$ cat src/rtl/alu_dec_pkg.sv
// alu_dec_pkg: op_code encodings and FSM state type shared by the ALU decoder.
package alu_dec_pkg;
   localparam logic [3:0] OP_NEG_A = 4'd0;
   localparam logic [3:0] OP_NEG_B = 4'd1;
   localparam logic [3:0] OP_NOT_A = 4'd2;
   localparam logic [3:0] OP_NOT_B = 4'd3;
   localparam logic [3:0] OP_ADD   = 4'd4;
   localparam logic [3:0] OP_SUB   = 4'd5;
   localparam logic [3:0] OP_INC   = 4'd6;
   localparam logic [3:0] OP_DEC   = 4'd7;
   localparam logic [3:0] OP_MUL   = 4'd8;
   localparam logic [3:0] OP_RSUB  = 4'd9;
   localparam logic [3:0] OP_AND   = 4'd10;
   localparam logic [3:0] OP_OR    = 4'd11;
   localparam logic [3:0] OP_NAND  = 4'd12;
   localparam logic [3:0] OP_NOR   = 4'd13;
   localparam logic [3:0] OP_XOR   = 4'd14;
   localparam logic [3:0] OP_XNOR  = 4'd15;
   typedef enum logic [1:0] {IDLE, EXEC, CONV, DONE} state_t;
endpackage

$ cat src/rtl/bin2bcd_seq.sv
// bin2bcd_seq: shift-add-3 binary to BCD, one bit per cycle after load.
// done is high during the final shift cycle; bcd updates at that edge and then holds.
module bin2bcd_seq #(
   parameter int WIDTH  = 4,
   parameter int DIGITS = 2
) (
   input  logic                  clk,
   input  logic                  rst,
   input  logic                  load,
   input  logic [WIDTH-1:0]      bin,
   output logic                  busy,
   output logic                  done,
   output logic [4*DIGITS-1:0]   bcd
);
   localparam int SW = 4*DIGITS + WIDTH;
   localparam int CW = $clog2(WIDTH + 1);
   logic [SW-1:0] sr, adj;
   logic [CW-1:0] cnt;
   always_comb begin
      adj = sr;
      for (int i = 0; i < DIGITS; i++)
         if (sr[WIDTH+4*i +: 4] > 4'd4) adj[WIDTH+4*i +: 4] = sr[WIDTH+4*i +: 4] + 4'd3;
   end
   assign busy = cnt != '0;
   assign done = cnt == CW'(1);
   always_ff @(posedge clk or posedge rst) begin
      if (rst) begin
         sr  <= '0;
         cnt <= '0;
         bcd <= '0;
      end else if (load) begin
         sr  <= {{(4*DIGITS){1'b0}}, bin};
         cnt <= CW'(WIDTH);
      end else if (busy) begin
         sr  <= adj << 1;
         cnt <= cnt - CW'(1);
         if (done) bcd <= adj[SW-2 -: 4*DIGITS];
      end
   end
endmodule

$ cat src/rtl/param_alu_decoder.sv
// param_alu_decoder: captures one ALU operation on start, computes sign/magnitude,
// then converts the magnitude to BCD with a leading sign nibble.
module param_alu_decoder
   import alu_dec_pkg::*;
#(
   parameter int WIDTH  = 4,
   parameter int DIGITS = 2
) (
   input  logic                    clk,
   input  logic                    rst,
   input  logic [WIDTH-1:0]        a,
   input  logic [WIDTH-1:0]        b,
   input  logic [3:0]              op_code,
   input  logic                    counter_mode,
   input  logic                    count_en,
   input  logic                    start,
   output logic [2*WIDTH+3:0]      instr_code,
   output logic [WIDTH-1:0]        result,
   output logic                    c_out,
   output logic [4*DIGITS+3:0]     bcd,
   output logic                    busy,
   output logic                    done
);
   state_t state, nxt;
   logic [3:0] op;
   logic [WIDTH-1:0] aa, bb, r, cnt, cnt_snap;
   logic [WIDTH:0] sum, inc;
   logic [2*WIDTH-1:0] prod;
   logic [4*DIGITS-1:0] conv_bcd;
   logic mode, sign, sign_r, c_r, bcd_sign, conv_busy, conv_done;
   assign {op, aa, bb} = instr_code;
   assign sum  = {1'b0, aa} + {1'b0, bb};
   assign inc  = {1'b0, aa} + (WIDTH+1)'(1);
   assign prod = {{WIDTH{1'b0}}, aa} * {{WIDTH{1'b0}}, bb};
   always_comb begin
      r      = '0;
      sign_r = 1'b0;
      c_r    = 1'b0;
      if (mode) r = cnt_snap;
      else case (op)
         OP_NEG_A: begin r = aa; sign_r = |aa; end
         OP_NEG_B: begin r = bb; sign_r = |bb; end
         OP_NOT_A: r = ~aa;
         OP_NOT_B: r = ~bb;
         OP_ADD:   {c_r, r} = sum;
         OP_SUB:   begin sign_r = aa < bb; c_r = sign_r; r = sign_r ? bb - aa : aa - bb; end
         OP_INC:   {c_r, r} = inc;
         OP_DEC:   begin sign_r = ~|aa; c_r = sign_r; r = sign_r ? WIDTH'(1) : aa - WIDTH'(1); end
         OP_MUL:   begin r = prod[WIDTH-1:0]; c_r = |prod[2*WIDTH-1:WIDTH]; end
         OP_RSUB:  begin sign_r = bb < aa; c_r = sign_r; r = sign_r ? aa - bb : bb - aa; end
         OP_AND:   r = aa & bb;
         OP_OR:    r = aa | bb;
         OP_NAND:  r = ~(aa & bb);
         OP_NOR:   r = ~(aa | bb);
         OP_XOR:   r = aa ^ bb;
         default:  r = ~(aa ^ bb);
      endcase
   end
   always_comb
      nxt = (state == IDLE) ? (start ? EXEC : IDLE) :
            (state == EXEC) ? CONV :
            (state == CONV) ? (conv_done ? DONE : CONV) : IDLE;
   always_ff @(posedge clk or posedge rst)
      if (rst) state <= IDLE;
      else state <= nxt;
   always_ff @(posedge clk or posedge rst) begin
      if (rst) begin
         cnt        <= '0;
         cnt_snap   <= '0;
         mode       <= 1'b0;
         instr_code <= '0;
         result     <= '0;
         sign       <= 1'b0;
         c_out      <= 1'b0;
         bcd_sign   <= 1'b0;
      end else begin
         if (count_en) cnt <= cnt + WIDTH'(1);
         if (state == IDLE && start) begin
            instr_code <= {op_code, a, b};
            mode       <= counter_mode;
            cnt_snap   <= cnt;
         end
         if (state == EXEC) begin
            result <= r;
            sign   <= sign_r;
            c_out  <= c_r;
         end
         if (conv_done) bcd_sign <= sign;
      end
   end
   // the converter is loaded from the same combinational value that EXEC registers
   bin2bcd_seq #(.WIDTH(WIDTH), .DIGITS(DIGITS)) u_conv (
      .clk(clk),
      .rst(rst),
      .load(state == EXEC),
      .bin(r),
      .busy(conv_busy),
      .done(conv_done),
      .bcd(conv_bcd)
   );
   assign bcd  = {3'b000, bcd_sign, conv_bcd};
   assign busy = (state != IDLE) | conv_busy;
   assign done = state == DONE;
endmodule

$ cat config.mk
export PLATFORM = sky130hd
export DESIGN_NAME = param_alu_decoder
export DESIGN_NICKNAME = d
export VERILOG_FILES = /design/src/rtl/alu_dec_pkg.sv /design/src/rtl/bin2bcd_seq.sv /design/src/rtl/param_alu_decoder.sv
export SDC_FILE = /design/constraint.sdc
export NUM_CORES = 1
export LEC_CHECK = 0
export CAP_MARGIN = 20
export CORE_MARGIN = 2
export CORE_UTILIZATION = 55
export DETAILED_ROUTE_END_ITERATION = 8
export HOLD_SLACK_MARGIN = 0.15
export PLACE_DENSITY_LB_ADDON = 0.3
export SLEW_MARGIN = 20
export SYNTH_ARGS = -nofsm -noshare
export SYNTH_HDL_FRONTEND = slang
export SYNTH_SLANG_ARGS = --single-unit
export TNS_END_PERCENT = 5
$ cat constraint.sdc
create_clock -name clk -period 4.6 [get_ports clk]
set_input_delay 0.92 -clock clk [delete_from_list [all_inputs] [get_ports clk]]
set_output_delay 0.92 -clock clk [all_outputs]
set_load 0.02 [all_outputs]
==> qor.yml <==
critical_path_class: "register to register"
vias: 3478
io_buffers: 44
path_delay_family: "adder cells"
die_width_um: 91.2
coreArea_um2: 7290
rrSetupSlack_ns: 1.13
root_buffer: "clkbuf_8"
fin_tns_setup_ns: 0
fmax_mhz: 288
cp_slowest_stage_delay_ns: 0.65
placed_cell_area_um2: 4610
place.gp.congestion: 0.951
antenna_found_initial: 0
final_nets: 541
routed_wl_um: 10500
cts_tree: "done"
first_iter_violations: 349
start_util: 0.574
drive_above_1_share: 0.107
area_growth_pct: 12.9
dieHeight_um: 91.2
grt_max_degree: 48
vias_per_cell: 6.04
ios: 48
tightestPinTransition_ns: 0.880
drtPass1Iterations: 6
holdBufCountCts: 0
synth.avg_cell_area_um2: 9.46
clk_latency_ns: 0.32
drc_errors: 0
cts_resized: 0
timing.slew.headroom: 0.413
rsz0062_at_grt: "no"
clock_skew_ns: 0.0175
cts_buffers: 5
crit_slowest_cell: "dfrtp_1"
ys.flop_type: "dfrtp_1"
slew_viol_final: 0
synthDistinctLibCells: 73
drt-wirelength-per-cell_um: 18.2
syn_area_um2: 4180
worst-path-buf-inv: 1
synth.top_cells.by_area: "dfrtp_1 (32%), ha_1 (12%), mux2_2 (7.3%)"
min-delay-path-class: "register to register"
cts_sinks: 53
async_reset_ff_frac: 1.00
crit_path_end_kind: "register"
setup_viol: 0
path_cells: "nand2_1, fa_1, fa_1, inv_1, fa_1, nor3_1, a31oi_1, or3_1, a221o_1"
synth_cells: 442
worstPathRequired_ns: 4.81
drv_cap: 0
ys_ff_latch: 53
cts_max_level: 2
rows: 31
status: "finished clean"
dieArea_um2: 8320
ant_nets: 0
worst_ep_arrival_time_ns: 3.68
grt_use_total: 0.261
synth-edff-count: 0
min_period_over_period: 0.754
cp-start-kind: "register"
globalRoute.totalOverflow: 0
final_area_um2: 4720
hold_violations: 0
diodes: 0
grt_first_pass_wirelength_um: 17400
postCtsSetupBuffers: 0
yosys.area.top_type: "dfrtp_1"
yosysTopAreaCellShare: 0.317
grt_pass1_vias: 3474
ctsLongestPathBuffers: 2
clk_pin_slew_ns: 0.11
cp_max_fo: 14
yosys_warnings: 0
crit_path_frequent_cell: "fa_1"
ys_seq_area_frac: 0.317
finalCriticalPeriod_ns: 3.47
dp_hpwl_um: 8030
## worst paths after layout
kind / from / end / cells past startpoint
max: instr_code[5] / c_out / 9
min: u_conv.sr[0] / u_conv.sr[0] / 2
max reg2reg: instr_code[5] / c_out / 9
min reg2reg: u_conv.sr[0] / u_conv.sr[0] / 2
max in group asynchronous: rst / mode / 3
min in group asynchronous: rst / instr_code[6] / 2
## logic make-up (layout without fill, tap and decap cells)
kind of cell | count (synthesis) | count (layout) | synth area share
multiplexers | 33 | 33 | 0.0873
buffers and inverters | 63 | 96 | 0.0772
adder cells (fa/ha/maj) | 48 | 48 | 0.156
flip-flops | 53 | 53 | 0.317
AO/OA/AOI/OAI | 110 | 110 | 0.183
other | 1 | 3 | 0.000897
AND/OR/NAND/NOR | 121 | 121 | 0.151
XOR/XNOR | 13 | 13 | 0.0272
## Yosys cell counts, types with 8 or more instances
library cell  number
dfrtp_1           53
ha_1              41
inv_1             37
nand2_1           31
a21oi_1           30
mux2_2            27
nor2_1            26
o21ai_0           14
xnor2_1           10
buf_4              8
nand3_1            8
nor2b_1            8
nor3_1             8
## cell type report
| class | count | area, um^2 |
|---|---|---|
| flip-flops and latches | 53 | 1330 |
| clock inverters | 2 | 38.8 |
| clock buffers | 6 | 72.6 |
| well taps | 99 | 124 |
| multi-input cells | 328 | 2540 |
| repair buffers | 48 | 470 |
| inverters | 40 | 150 |
| fillers | 619 | 2570 |
## worst register-to-register path: cells and delay by family (launching register included)
kind,cells,cell delay (ns)
AO/OA/AOI/OAI,2,0.37
buffers and inverters,1,0.07
flip-flops,1,0.65
adder cells (fa/ha/maj),3,1.55
AND/OR/NAND/NOR,3,0.74
## registers in the layout, summed over array words and instances (netlist names)
signal      count
result          4
mode            1
sign            1
state           2
u_conv.cnt      3
u_conv.bcd      8
c_out           1
bcd_sign        1
instr_code     12
u_conv.sr      12
cnt_snap        4
cnt             4
## cell usage in the layout (no fill, tap or decap), types with 3 or more instances in the layout
| cell | instances |
|---|---|
| o31ai_1 | 3 |
| o21ai_0 | 14 |
| a22o_1 | 4 |
| nand3_1 | 8 |
| conb_1 | 3 |
| mux2i_1 | 5 |
| nor2b_1 | 8 |
| clkbuf_8 | 5 |
| nor2_1 | 26 |
| inv_2 | 4 |
| fa_1 | 7 |
| dfrtp_1 | 53 |
| xnor2_1 | 10 |
| nand3b_1 | 3 |
| o211ai_1 | 3 |
| xor2_1 | 3 |
| ha_1 | 41 |
| mux2_2 | 27 |
| nand2_1 | 31 |
| inv_1 | 36 |
| buf_4 | 4 |
| o21ai_1 | 3 |
| nor3_1 | 8 |
| a21oi_1 | 30 |
| o22ai_1 | 7 |
| a22oi_1 | 3 |
| a211o_1 | 5 |
| a211oi_1 | 3 |
| and3_1 | 4 |
| nand4_1 | 5 |
| nand2b_1 | 7 |
| a21o_1 | 4 |
| clkdlybuf4s50_1 | 44 |
## layer usage
layer,global-route usage,vias to the layer above,part of all wire
li1,-,1638,-
met1,0.372,1698,0.45
met2,0.406,124,0.46
met3,0.0515,18,0.070
met4,0.0707,0,0.017
met5,0,-,0
## stage by stage
stage / utilization / hold WS [ns] / worst slack [ns] / std cells
final: 0.648 / 0.487 / 1.13 / 576
after global routing: 0.648 / 0.510 / 0.925 / 576
after CTS: 0.648 / 0.486 / 1.13 / 576
after detailed placement: 0.632 / 0.465 / 1.12 / 568
after global placement: 0.632 / 0.460 / 1.21 / 568
after floorplan: - / 0.442 / 1.22 / 444
Power is left out: the tool's default activity adds up to more than one toggle a clock period on the data nets, which glitch-free logic cannot reach.
